**src/rtl/sal_bk_pkg.sv**
```systemverilog
// Shared types for the per-bank controller: command codes, bank state,
// the one-entry pending request and the timing-counter geometry.
package sal_bk_pkg;

  // Request geometry. The controller's width parameters default to these and
  // must match them, because the pending-request struct is built from them.
  localparam int unsigned SAL_ROW_W = 16;
  localparam int unsigned SAL_COL_W = 10;
  localparam int unsigned SAL_ID_W  = 4;

  // Wide enough for any realistic DRAM timing constraint in controller cycles.
  localparam int unsigned TCNT_W = 8;

  typedef enum logic [1:0] {
    CMD_ACT = 2'd0,
    CMD_RD  = 2'd1,
    CMD_WR  = 2'd2,
    CMD_PRE = 2'd3
  } cmd_t;

  typedef enum logic {
    BK_CLOSED = 1'b0,
    BK_OPEN   = 1'b1
  } bk_state_t;

  typedef struct packed {
    logic                 valid;
    logic                 wr;
    logic [SAL_ROW_W-1:0] row;
    logic [SAL_COL_W-1:0] col;
    logic [SAL_ID_W-1:0]  id;
  } pend_t;

  // Reload value for an n-cycle constraint: n-1 at the grant edge means the
  // constraint reads as met exactly n cycles after the granted command.
  function automatic logic [TCNT_W-1:0] tcnt_load(input int unsigned n);
    return TCNT_W'(n - 1);
  endfunction

endpackage

```
**src/rtl/sal_tcnt.sv**
```systemverilog
// Saturating down-counter for one bank timing constraint. Zero means the
// constraint is satisfied; a load takes priority over counting.
module sal_tcnt #(
  parameter int unsigned W = 8
) (
  input  logic         clk,
  input  logic         rst,
  input  logic         load_i,
  input  logic [W-1:0] load_val_i,
  output logic         zero_o
);

  logic [W-1:0] cnt_q, cnt_d;

  // Next count: reload on grant, otherwise step toward zero and stick there.
  always_comb begin
    cnt_d = cnt_q;
    if (load_i) begin
      cnt_d = load_val_i;
    end else if (cnt_q != '0) begin
      cnt_d = cnt_q - 1'b1;
    end
  end

  // Counter register, cleared to "constraint met" by reset.
  always_ff @(posedge clk) begin
    if (rst) begin
      cnt_q <= '0;
    end else begin
      cnt_q <= cnt_d;
    end
  end

  assign zero_o = (cnt_q == '0);

endmodule

```
**src/rtl/sal_bk_ctrl.sv**
```systemverilog
// Per-bank controller: holds one decoded request, tracks the open row and the
// bank timing constraints, and offers a single candidate command to the
// scheduler under a valid/grant handshake. Open-page policy.
//
//   state     | meaning
//   ----------+-------------------------------------------------------------
//   BK_CLOSED | no row open; ACT offered once a request waits and tRP is met
//   BK_OPEN   | open_row_q active; RD/WR on a hit, PRE on a miss or refresh
module sal_bk_ctrl
  import sal_bk_pkg::*;
#(
  parameter int unsigned ROW_W = SAL_ROW_W,
  parameter int unsigned COL_W = SAL_COL_W,
  parameter int unsigned ID_W  = SAL_ID_W,
  parameter int unsigned TRCD  = 3,
  parameter int unsigned TRP   = 3,
  parameter int unsigned TRAS  = 8,
  parameter int unsigned TRTP  = 2,
  parameter int unsigned TWR   = 5
) (
  input  logic             clk,
  input  logic             rst,
  input  logic             req_valid,
  output logic             req_ready,
  input  logic             req_wr,
  input  logic [ROW_W-1:0] req_row,
  input  logic [COL_W-1:0] req_col,
  input  logic [ID_W-1:0]  req_id,
  output logic             cmd_valid,
  output logic [1:0]       cmd_type,
  output logic [ROW_W-1:0] cmd_row,
  output logic [COL_W-1:0] cmd_col,
  output logic [ID_W-1:0]  cmd_id,
  input  logic             cmd_grant,
  input  logic             ref_req,
  output logic             ref_ack
);

  bk_state_t        state_q, state_d;
  logic [ROW_W-1:0] open_row_q, open_row_d;
  pend_t            pend_q, pend_d;
  // Registered refresh demand keeps the command outputs a function of flops.
  logic             ref_q;

  logic rcd_ok, rp_ok, ras_ok, rtp_ok, wr_ok;
  logic row_hit, pre_ok;
  logic cand_valid;
  cmd_t cand_type;
  logic out_en, granted;
  logic ld_act, ld_rd, ld_wr, ld_pre;

  // Candidate selection from registered state and timer zero flags only.
  always_comb begin
    cand_valid = 1'b0;
    cand_type  = CMD_ACT;
    row_hit    = pend_q.valid && (pend_q.row == open_row_q);
    pre_ok     = ras_ok && rtp_ok && wr_ok;
    if (state_q == BK_CLOSED) begin
      if (pend_q.valid && rp_ok) begin
        cand_valid = 1'b1;
        cand_type  = CMD_ACT;
      end
    end else if (row_hit) begin
      // A hit waits for tRCD rather than closing the row.
      if (rcd_ok) begin
        cand_valid = 1'b1;
        cand_type  = pend_q.wr ? CMD_WR : CMD_RD;
      end
    end else if ((pend_q.valid || ref_q) && pre_ok) begin
      // Reached only on a miss or, with nothing pending, on refresh demand,
      // so a pending request always completes before a refresh close.
      cand_valid = 1'b1;
      cand_type  = CMD_PRE;
    end
  end

  assign out_en    = cand_valid && !rst;
  assign cmd_valid = out_en;
  assign cmd_type  = out_en ? cand_type : CMD_ACT;
  assign cmd_row   = (out_en && cand_type == CMD_ACT) ? pend_q.row : '0;
  assign cmd_col   = (out_en && (cand_type == CMD_RD || cand_type == CMD_WR)) ? pend_q.col : '0;
  assign cmd_id    = (out_en && (cand_type == CMD_RD || cand_type == CMD_WR)) ? pend_q.id : '0;

  assign req_ready = !rst && !pend_q.valid && !ref_req;
  assign ref_ack   = !rst && ref_req && (state_q == BK_CLOSED) && !pend_q.valid && rp_ok;

  assign granted = cand_valid && cmd_grant;
  assign ld_act  = granted && (cand_type == CMD_ACT);
  assign ld_rd   = granted && (cand_type == CMD_RD);
  assign ld_wr   = granted && (cand_type == CMD_WR);
  assign ld_pre  = granted && (cand_type == CMD_PRE);

  // Next state: apply the granted command, then capture an accepted request.
  always_comb begin
    state_d    = state_q;
    open_row_d = open_row_q;
    pend_d     = pend_q;
    if (ld_act) begin
      state_d    = BK_OPEN;
      open_row_d = pend_q.row;
    end
    if (ld_rd || ld_wr) begin
      pend_d.valid = 1'b0;
    end
    if (ld_pre) begin
      state_d = BK_CLOSED;
    end
    // req_ready already excludes an occupied slot, so no same-cycle refill.
    if (req_valid && req_ready) begin
      pend_d.valid = 1'b1;
      pend_d.wr    = req_wr;
      pend_d.row   = req_row;
      pend_d.col   = req_col;
      pend_d.id    = req_id;
    end
  end

  // State registers; reset drops any pending request and closes the bank.
  always_ff @(posedge clk) begin
    if (rst) begin
      state_q    <= BK_CLOSED;
      open_row_q <= '0;
      pend_q     <= '0;
      ref_q      <= 1'b0;
    end else begin
      state_q    <= state_d;
      open_row_q <= open_row_d;
      pend_q     <= pend_d;
      ref_q      <= ref_req;
    end
  end

  sal_tcnt #(.W(TCNT_W)) u_trcd (
    .clk(clk), .rst(rst), .load_i(ld_act), .load_val_i(tcnt_load(TRCD)), .zero_o(rcd_ok)
  );
  sal_tcnt #(.W(TCNT_W)) u_tras (
    .clk(clk), .rst(rst), .load_i(ld_act), .load_val_i(tcnt_load(TRAS)), .zero_o(ras_ok)
  );
  sal_tcnt #(.W(TCNT_W)) u_trtp (
    .clk(clk), .rst(rst), .load_i(ld_rd), .load_val_i(tcnt_load(TRTP)), .zero_o(rtp_ok)
  );
  sal_tcnt #(.W(TCNT_W)) u_twr (
    .clk(clk), .rst(rst), .load_i(ld_wr), .load_val_i(tcnt_load(TWR)), .zero_o(wr_ok)
  );
  sal_tcnt #(.W(TCNT_W)) u_trp (
    .clk(clk), .rst(rst), .load_i(ld_pre), .load_val_i(tcnt_load(TRP)), .zero_o(rp_ok)
  );

  // A grant with nothing offered points at a scheduler bug; it is ignored.
  a_grant_needs_valid: assert property (@(posedge clk) disable iff (rst) cmd_grant |-> cmd_valid);

endmodule

```
**config.mk**
```make
export PLATFORM = sky130hd
export DESIGN_NAME = sal_bk_ctrl
export DESIGN_NICKNAME = d
export VERILOG_FILES = /design/src/rtl/sal_bk_pkg.sv /design/src/rtl/sal_tcnt.sv /design/src/rtl/sal_bk_ctrl.sv
export SDC_FILE = /design/constraint.sdc
export NUM_CORES = 1
export LEC_CHECK = 0
export CELL_PAD_IN_SITES_DETAIL_PLACEMENT = 0
export CELL_PAD_IN_SITES_GLOBAL_PLACEMENT = 2
export CORE_MARGIN = 1
export CORE_UTILIZATION = 31
export DETAILED_ROUTE_END_ITERATION = 16
export MAX_ROUTING_LAYER = met4
export PLACE_DENSITY = 0.78
export SYNTH_ARGS = -nofsm -noshare
export SYNTH_HDL_FRONTEND = slang
export SYNTH_SLANG_ARGS = --single-unit
```
**constraint.sdc**
```tcl
create_clock -name clk -period 4.7 [get_ports clk]
set_input_delay 0.94 -clock clk [delete_from_list [all_inputs] [get_ports clk]]
set_output_delay 0.94 -clock clk [all_outputs]
set_load 0.02 [all_outputs]
```
==> results of run 1 <==
-- worst paths after layout --
path	endpoint	slack, ns	cells past startpoint
setup / recovery	cmd_col[9]	0.22	9
hold / removal	open_row_q[15]	0.46	2
setup reg to reg	u_twr.cnt_q[6]	1.60	10
hold reg to reg	open_row_q[15]	0.46	2
-- worst max-delay path, delay by kind of cell, from the launching register on --
| family | cells | cell delay, ns |
|---|---|---|
| adder cells (fa/ha/maj) | 1 | 0.36 |
| flip-flops | 1 | 0.35 |
| buffers and inverters | 1 | 0.36 |
| AND/OR/NAND/NOR | 5 | 1.81 |
| AO/OA/AOI/OAI | 2 | 0.31 |
-- metrics by stage --
step	total power, mW	cells	worst slack, ns
after floorplan	1.96	526	0.0398
after global placement	2.19	756	0.174
after detailed placement	2.22	756	0.0712
after CTS	2.92	772	0.227
after global routing	3.12	772	0.0379
final	2.88	772	0.225
-- sequential cells by signal (all words and copies together), names as in the netlist --
name,count
open_row_q,16
pend_q,32
ref_q,1
state_q,1
u_tras.cnt_q,8
u_trcd.cnt_q,8
u_trp.cnt_q,8
u_trtp.cnt_q,8
u_twr.cnt_q,8
-- cells in the mapped netlist, types with 2 or more instances --
cell and number:
nor3b_1 5, and2_1 19, ha_1 12, or3_1 2, buf_6 2, o2111ai_1 2, xnor2_1 28, a21oi_1 27
buf_2 3, xor2_1 21, nor3_2 8, inv_1 14, a31oi_1 2, nor2_1 39, nand2_1 124, nor3_4 3
nor4_1 10, nor4b_1 2, clkbuf_1 15, dfxtp_1 90, nor3_1 20, nand3_1 5, o21ai_0 39, a211oi_1 6
-- cell usage in the layout, fill, tap and decap left out, types with 6 or more instances in the layout --
| cell type | count |
|---|---|
| dfxtp_1 | 90 |
| dlygate4sd2_1 | 14 |
| nor2_1 | 39 |
| nor3_2 | 8 |
| xnor2_1 | 28 |
| o21ai_0 | 39 |
| inv_1 | 14 |
| nand2_1 | 124 |
| buf_4 | 9 |
| a211oi_1 | 6 |
| nor4_1 | 10 |
| clkbuf_16 | 9 |
| clkdlybuf4s50_1 | 56 |
| ha_1 | 11 |
| a21oi_1 | 27 |
| xor2_1 | 21 |
| and2_1 | 18 |
| nor3_1 | 20 |
-- area by class of cell --
| cell class | count | area [um^2] | area share |
|---|---|---|---|
| Multi-Input combinational cell | 396 | 2320 | 0.427 |
| Sequential cell | 90 | 1800 | 0.332 |
| Timing Repair Buffer | 79 | 751 | 0.138 |
| Clock buffer | 10 | 229 | 0.0421 |
| Tap cell | 176 | 220 | 0.0405 |
| Inverter | 15 | 56.3 | 0.0104 |
| Clock inverter | 6 | 52.6 | 0.00967 |
-- metal layers --
layer,part of all wire,track usage
met3,0.038,0.0304
met2,0.44,0.225
met4,0.016,0.0656
met5,0,-
met1,0.50,0.192
-- power groups by stage --
stage | Clock (mW) | Sequential [mW] | Combinational (mW)
2_1_floorplan | 0 | 1.08 | 0.885
3_3_place_gp | 0 | 1.11 | 1.08
3_5_place_dp | 0 | 1.12 | 1.09
4_1_cts | 0.709 | 1.11 | 1.10
5_1_grt | 0.736 | 1.13 | 1.25
6_report | 0.684 | 1.11 | 1.09
-- repair_timing --
| item | CTS | global route |
|---|---|---|
| hold buffers | 0 | 0 |
| setup endpoints to repair | 14 | 0 |
| gates resized for setup | 16 | 0 |
-- cell families (layout without fill, tap and decap cells) --
logic type,after synthesis,count (layout),share of synthesized area
AND/OR/NAND/NOR,248,248,0.283
multiplexers,3,3,0.00812
flip-flops,90,90,0.417
XOR/XNOR,49,49,0.0994
buffers and inverters,40,110,0.0478
AO/OA/AOI/OAI,84,84,0.110
adder cells (fa/ha/maj),12,12,0.0348
==> results.tsv, run 1 <==
stage	metric	value	unit
clock_tree	htree depth	3	
clock_tree	Clock Tree Root	clkbuf_16	
worst_setup_path	crit path cell chain	or4_4 > or4b_4 > nor3_4 > o21ai_0 > o21ai_0 > nand2_1 > ha_4 > nor3_1 > dlygate4sd2_1	
worst_setup_path	critical path launch point	u_tras.cnt_q[3]	
global_routing	initial antenna violation count	0	
clock_tree	Post-CTS Setup Repair Bufs	0	
timing	Min Hold Slack	0.463	ns
worst_setup_path	crit path capture type	primary output	
placement	Placed Area	5160	um^2
power_and_ir_drop	Seq pwr share	0.384	
drt	DR vias	3575	
placement	routability cong.	0.749	
synthesis	top_reg_cell synth	dfxtp_1	
synthesis	syn avg cell area	8.21	um^2
power_and_ir_drop	combinational share of power	0.378	
synthesis	Post-Syn Nets	574	
timing	Final Critical Period	4.48	ns
timing	RSZ-0062 raised after global routing	no	
finish	Finished Cell Area	5430	um^2
drt	drt first pass iters	4	
floorplan	num rows	42	
timing	Fin Clk Skew	0.00686	ns
power_and_ir_drop	sw frac	0.367	
drt	starting DRC count in detailed routing	112	
worst_setup_path	Worst path slowest cell	or4b_4	
clock_tree	CTS sink cnt	90	
timing	fin crit share	0.952	
synthesis	Mapped Area	4320	um^2
clock_tree	total CTS buffers	9	
finish	antenna cell count	0	
finish	area delta synth->final	25.9	%
synthesis	Synth area leaders	dfxtp_1 (42%), nand2_1 (11%), xnor2_1 (5.7%)	
floorplan	initial core utilization	0.322	
floorplan	# IOs	71	
worst_setup_path	Critical Path Max Stage Delay	0.61	ns
worst_setup_path	WS Path Type	reg2out	
worst_setup_path	Worst EP arrival	3.54	ns
placement	Port Buffer Count	70	
drt	Avg Vias per Cell	4.63	
synthesis	synth warn	0	
worst_setup_path	cell mode on critical path	o21ai_0	
power_and_ir_drop	leak pwr	2.07	nW
finish	fin util	0.405	
hold_path	Hold Startpoint	open_row_q[15]	
global_routing	Total GRT Usage	0.149	
worst_setup_path	CP Max Fanout	14	
global_routing	first-pass GRT wire length	16600	um
synthesis	post-synthesis sequential area ratio	0.417	
floorplan	core outline area	13400	um^2
timing	setup TNS	0	ns
drt	final WL	9930	um
timing	Slew HR	0.333	
power_and_ir_drop	Pwr Density	530	nW/um^2
finish	Nets	639	
outcome	outcome	complete, no violations	
power_and_ir_drop	clock power share	0.237	
floorplan	Die X	120	um
floorplan	die area	14400	um^2
timing	worst slew pin tran	1.00	ns
timing	Final setup viols	0	
worst_setup_path	RR Startpoint	u_tras.cnt_q[3]	
power_and_ir_drop	Sw Pwr	1.06	mW
power_and_ir_drop	Worst VDD drop	0.214	mV
drt	post-route ant nets	0	
clock_tree	clock-pin slew on the worst setup and hold paths	0.07	ns
clock_tree	clock tree from TritonCTS	yes	
worst_setup_path	CP required	3.76	ns
synthesis	Synth top area share	0.417	
synthesis	Post-synth EDFFs	0	
drt	# DRC	0	
flow_run	max-cap violations	0	
power_and_ir_drop	internal power	1.82	mW
clock_tree	Clock Path Buffers	2	
worst_setup_path	Critical Path Start Type	flip-flop	
synthesis	library cell with the largest summed area after synthesis	dfxtp_1	
finish	layout cell share with drive strength beyond 1	0.0805	
synthesis	async set-reset flop share out of synthesis	0	
timing	Fmax	223	MHz
finish	fillcell total	1395	
floorplan	Die Height	120	um
hold_path	Hold/Removal Path Class	reg2reg	
synthesis	count of cell types in the netlist	52	
global_routing	total grt overflow	0	
timing	Final Hold Fails	0	
synthesis	flops & latches, synth	90	
placement	DP Wirelength	6990	um
global_routing	pin count of the biggest net entering global routing	65	
timing	fin. max-slew vios	0	
drt	WL per Instance	12.9	um
global_routing	vias in the first global route	3437	
synthesis	Syn Inst Count	526	
clock_tree	worst skew pair latency	0.35	ns
Power figures use the tool's default switching activity.
==> run 2, diff against run 1 <==
Settings changed: SLEW_MARGIN from default to 25.
==> run 2 against run 1 <==
Effect of this change:
- highest routed layer unchanged
- largest power group unchanged
- setup slack gained 0.0051 ns
- combinational power is essentially flat
- sequential power barely moved
==> results.tsv, run 2 (synthesis gave the netlist of run 1 again) <==
stage	metric	value	unit
timing	Fin Clk Skew	0.0103	ns
drt	starting DRC count in detailed routing	114	
timing	fin. max-slew vios	0	
worst_setup_path	WS Path Type	reg2out	
finish	commonest non-fill, non-tap cell in the layout	nand2_1	
timing	fin crit share	0.951	
finish	max reg flops	32	
worst_setup_path	Worst path slowest cell	or4b_4	
power_and_ir_drop	leak pwr	2.07	nW
drt	DR vias	3561	
hold_path	Hold Startpoint	open_row_q[15]	
drt	WL per Instance	12.9	um
clock_tree	htree depth	3	
power_and_ir_drop	total design power	2.88	mW
drt	# DRC	0	
worst_setup_path	critical path launch point	u_tras.cnt_q[3]	
floorplan	Die Height	120	um
outcome	outcome	complete, no violations	
clock_tree	CTS sink cnt	90	
flow_run	max-cap violations	0	
timing	Min Hold Slack	0.463	ns
clock_tree	CTS Hold Bufs	0	
worst_setup_path	Critical Path Start Type	flip-flop	
global_routing	first-pass GRT wire length	16600	um
finish	Biggest register	pend_q	
timing	Fmax	224	MHz
clock_tree	Clock Tree Root	clkbuf_16	
worst_setup_path	Worst path top cell family by delay	simple AND/OR/NAND/NOR gates	
floorplan	initial core utilization	0.322	
worst_setup_path	crit path capture type	primary output	
timing	worst slew pin tran	0.778	ns
clock_tree	clock tree from TritonCTS	yes	
power_and_ir_drop	Worst VDD drop	0.214	mV
finish	largest registers	pend_q x32, open_row_q x16	
global_routing	vias in the first global route	3437	
clock_tree	Clock Path Buffers	2	
worst_setup_path	Worst Path Buf+Inv	1	
worst_setup_path	RR Startpoint	u_tras.cnt_q[3]	
timing	Final Critical Period	4.47	ns
worst_setup_path	crit path cell chain	or4_4 > or4b_4 > nor3_4 > o21ai_0 > o21ai_0 > nand2_1 > ha_4 > nor3_1 > dlygate4sd2_1	
finish	antenna cell count	0	
worst_setup_path	Critical Path Max Stage Delay	0.61	ns
finish	area delta synth->final	25.9	%
global_routing	total grt overflow	0	
timing	Slew HR	0.481	
clock_tree	total CTS buffers	9	
worst_setup_path	Worst EP arrival	3.53	ns
floorplan	Die X	120	um
floorplan	num rows	42	
floorplan	die area	14400	um^2
timing	Final Hold Fails	0	
hold_path	Hold/Removal Path Class	reg2reg	
global_routing	pin count of the biggest net entering global routing	65	
timing	setup TNS	0	ns
worst_setup_path	CP Max Fanout	14	
timing	Final setup viols	0	
placement	Port Buffer Count	70	
global_routing	initial antenna violation count	0	
worst_setup_path	cell mode on critical path	o21ai_0	
drt	post-route ant nets	0	
floorplan	core outline area	13400	um^2
drt	drt first pass iters	4	
placement	DP Wirelength	6990	um
finish	Nets	639	
timing	RSZ-0062 raised after global routing	no	
placement	routability cong.	0.749	
finish	layout cell share with drive strength beyond 1	0.0805	
drt	Avg Vias per Cell	4.61	
global_routing	Total GRT Usage	0.149	
worst_setup_path	CP required	3.76	ns
power_and_ir_drop	Pwr Density	531	nW/um^2
clock_tree	worst skew pair latency	0.35	ns
finish	most frequent cells in the layout	nand2_1 (124), dfxtp_1 (90), clkdlybuf4s50_1 (56), nor2_1 (39), o21ai_0 (39)	
clock_tree	clock-pin slew on the worst setup and hold paths	0.07	ns
drt	final WL	9940	um
floorplan	# IOs	71	
-- run 2: metal layers --
metal  GRT usage  wire length [um]  up-vias
li1            -                 -     1881
met1       0.192              5050     1610
met2       0.225              4360       59
met3      0.0304               373       11
met4      0.0656               155        0
met5           -                 0        -
-- run 2: final timing paths --
path / endpoint / slack, ns / cells past startpoint
worst max-delay path: cmd_col[9] / 0.23 / 9
worst min-delay path: open_row_q[15] / 0.46 / 2
worst max register to register: u_twr.cnt_q[6] / 1.61 / 10
worst min register to register: open_row_q[15] / 0.46 / 2
-- run 2: worst min-delay path, stage by stage (launching register included) --
cell	delay, ns
dfxtp_1	0.32
nand2_1	0.05
a21oi_1	0.05
-- run 2: timing repair --
item                                    CTS  global route
buffers inserted                          0             0
resized for setup                        16             0
endpoints found under the setup margin   14             0
-- run 2: layout make-up --
type	count	area, um^2
clock buffers	10	229
clock inverters	6	52.6
fillers	1396	7970
inverters	15	56.3
multi-input cells	396	2320
flip-flops and latches	90	1800
well taps	176	220
repair buffers	79	751
-- run 2: power by group --
part	internal, mW	total [mW]	switching, mW	leakage, nW
clock	0.365	0.687	0.321	0.131
sequential	0.941	1.11	0.166	0.738
combinational	0.518	1.09	0.572	1.20
-- run 2: per-stage QoR --
stage	instance area (um^2)	setup slack, ns	utilization	cells
2_1_floorplan	4320	0.0398	-	526
3_3_place_gp	5160	0.174	0.385	756
3_5_place_dp	5160	0.0712	0.385	756
4_1_cts	5430	0.227	0.405	772
5_1_grt	5430	0.0379	0.406	772
6_report	5430	0.230	0.406	772
==> run 3, diff against run 2 <==
Settings changed: ABC_CLOCK_PERIOD_IN_PS from default to 4700, CAP_MARGIN from default to 40.
==> run 3 against run 2 <==
Effect of this change:
- sequential power about the same
- clock skew fell by 0.0033 ns
- global-route usage hardly changed
- utilization grew 0.29 points
- sequential share of layout area down 0.24 points
- non-clock buffer count grew 1
- critical path depth did not move
- via count is 2.0% higher
- wire length hardly changed
- sequential cell count unchanged
- cell count increased by 0.13%
- worst hold slack about the same
- critical endpoint is now cmd_id[3]
- largest cell class unchanged
- largest power group unchanged
==> results.tsv, run 3 (synthesis gave the netlist of run 1 again) <==
stage	metric	value	unit
outcome	outcome	complete, no violations	
hold_path	Hold/Removal Path Class	reg2reg	
drt	Avg Vias per Cell	4.70	
floorplan	initial core utilization	0.322	
drt	starting DRC count in detailed routing	119	
timing	Final Hold Fails	0	
worst_setup_path	crit path cell chain	or4_4 > or4b_4 > nor3_4 > o21ai_0 > o21ai_0 > nand2_1 > ha_4 > nor3_1 > dlygate4sd2_1	
clock_tree	Clock Tree Root	clkbuf_16	
floorplan	die area	14400	um^2
worst_setup_path	r2r worst-path depth	10	
worst_setup_path	crit path capture type	primary output	
worst_setup_path	Worst path slowest cell	or4b_4	
clock_tree	Clock Path Buffers	2	
finish	commonest non-fill, non-tap cell in the layout	nand2_1	
finish	layout cell share with drive strength beyond 1	0.0838	
floorplan	num rows	42	
power_and_ir_drop	Pwr Density	535	nW/um^2
timing	Fmax	224	MHz
hold_path	hold path endpoint	open_row_q[11]	
timing	worst slew pin tran	0.778	ns
global_routing	grt met1 use	0.194	
timing	fin crit share	0.948	
clock_tree	htree depth	3	
timing	Min Hold Slack	0.462	ns
clock_tree	total CTS buffers	9	
floorplan	# IOs	71	
power_and_ir_drop	combinational share of power	0.373	
worst_setup_path	cell mode on critical path	o21ai_0	
worst_setup_path	reg2reg end	u_twr.cnt_q[6]	
placement	routability cong.	0.749	
drt	# DRC	0	
finish	most frequent cells in the layout	nand2_1 (124), dfxtp_1 (90), clkdlybuf4s50_1 (56), nor2_1 (39), o21ai_0 (39)	
hold_path	Hold Startpoint	open_row_q[11]	
timing	Final setup viols	0	
clock_tree	CTS sink cnt	90	
global_routing	Total GRT Usage	0.149	
timing	Final Critical Period	4.46	ns
global_routing	vias in the first global route	3374	
global_routing	met2 Resource Use GR	0.220	
global_routing	initial antenna violation count	0	
global_routing	pin count of the biggest net entering global routing	49	
timing	Slew HR	0.481	
power_and_ir_drop	Seq pwr share	0.377	
floorplan	Die X	120	um
timing	setup TNS	0	ns
worst_setup_path	WS Path Type	reg2out	
placement	Port Buffer Count	70	
drt	DR vias	3632	
power_and_ir_drop	internal power	1.88	mW
power_and_ir_drop	clock power share	0.250	
worst_setup_path	Critical Path Max Stage Delay	0.61	ns
drt	drt first pass iters	6	
floorplan	Die Height	120	um
clock_tree	clock-pin slew on the worst setup and hold paths	0.07	ns
worst_setup_path	RR Startpoint	u_tras.cnt_q[3]	
worst_setup_path	CP Max Fanout	14	
finish	max reg flops	32	
clock_tree	worst skew pair latency	0.34	ns
placement	DP Wirelength	6980	um
worst_setup_path	CP required	3.76	ns
finish	fin util	0.408	
worst_setup_path	Critical Path Start Type	flip-flop	
hold_path	worst hold stages	2	
global_routing	total grt overflow	0	
power_and_ir_drop	leak pwr	2.09	nW
floorplan	core outline area	13400	um^2
finish	area delta synth->final	26.8	%
worst_setup_path	Worst Path Buf+Inv	1	
worst_setup_path	Worst EP arrival	3.52	ns
worst_setup_path	reg-to-reg slack, setup	1.63	ns
global_routing	GR Util met3	0.0271	
flow_run	max-cap violations	0	
finish	largest registers	pend_q x32, open_row_q x16	
global_routing	first-pass GRT wire length	16500	um
power_and_ir_drop	Worst VDD drop	0.204	mV
clock_tree	Post-CTS Setup Repair Bufs	0	
drt	post-route ant nets	0	
drt	WL per Instance	12.8	um
finish	Biggest register	pend_q	
finish	Nets	640	
power_and_ir_drop	sw frac	0.360	
timing	fin. max-slew vios	0	
timing	Fin Clk Skew	0.00702	ns
worst_setup_path	Worst path top cell family by delay	simple AND/OR/NAND/NOR gates	
finish	antenna cell count	0	
timing	RSZ-0062 raised after global routing	no	
global_routing	busiest layer in global routing	met2	
drt	final WL	9930	um
clock_tree	clock tree from TritonCTS	yes	
power_and_ir_drop	Sw Pwr	1.05	mW
[run 3: cell count changes in the layout (fill, tap and decap cells not counted), sizes merged]
cell | previous run | this run
buf | 9 | 10
clkbuf | 10 | 9
inv | 16 | 17
clkinv | 3 | 2
bufinv | 0 | 1
[run 3: how the worst max path moves through the flow]
| stage | startpoint | to | depth (start not counted) |
|---|---|---|---|
| 6_report | u_tras.cnt_q[3] | cmd_id[3] | 9 |
| 5_1_grt | u_tras.cnt_q[3] | cmd_col[9] | 9 |
| 4_1_cts | u_tras.cnt_q[3] | cmd_col[9] | 9 |
| 3_5_place_dp | u_tras.cnt_q[3] | cmd_col[9] | 9 |
| 3_3_place_gp | u_tras.cnt_q[3] | cmd_col[0] | 9 |
| 2_1_floorplan | u_tras.cnt_q[3] | cmd_col[2] | 10 |
[run 3: tightest hold or removal path: stages, from the launching register on]
cell and delay [ns]:
dfxtp_1 0.32, nand2_1 0.05, a21oi_1 0.05
[run 3: timing repair]
action | in CTS | in global routing
setup endpoints to repair | 14 | 0
gates resized for setup | 16 | 0
hold buffers | 0 | 0
[run 3: per-stage QoR]
stage | std cells | setup WS [ns] | instance area, um^2 | total power [mW]
2_1_floorplan | 526 | 0.0398 | 4320 | 1.96
3_3_place_gp | 756 | 0.174 | 5160 | 2.19
3_5_place_dp | 757 | 0.0821 | 5180 | 2.21
4_1_cts | 773 | 0.230 | 5470 | 2.97
5_1_grt | 773 | 0.0264 | 5470 | 3.17
6_report | 773 | 0.243 | 5470 | 2.93
[run 3: layout make-up]
class | count | area, um^2
fillers | 1392 | 7930
multi-input cells | 396 | 2320
flip-flops and latches | 90 | 1800
repair buffers | 80 | 771
clock buffers | 9 | 225
well taps | 176 | 220
clock inverters | 7 | 76.3
inverters | 15 | 56.3
[run 3: power groups by stage]
stage | clock network, mW | registers, mW | logic [mW]
after floorplan | 0 | 1.08 | 0.885
after global placement | 0 | 1.11 | 1.08
after detailed placement | 0 | 1.12 | 1.09
after CTS | 0.758 | 1.10 | 1.10
after global routing | 0.787 | 1.13 | 1.25
final | 0.733 | 1.11 | 1.09
[run 3: per-layer routing]
| metal | share of wire | vias up |
|---|---|---|
| li1 | - | 1885 |
| met1 | 0.51 | 1667 |
| met2 | 0.43 | 66 |
| met3 | 0.039 | 14 |
| met4 | 0.020 | 0 |
| met5 | 0 | - |
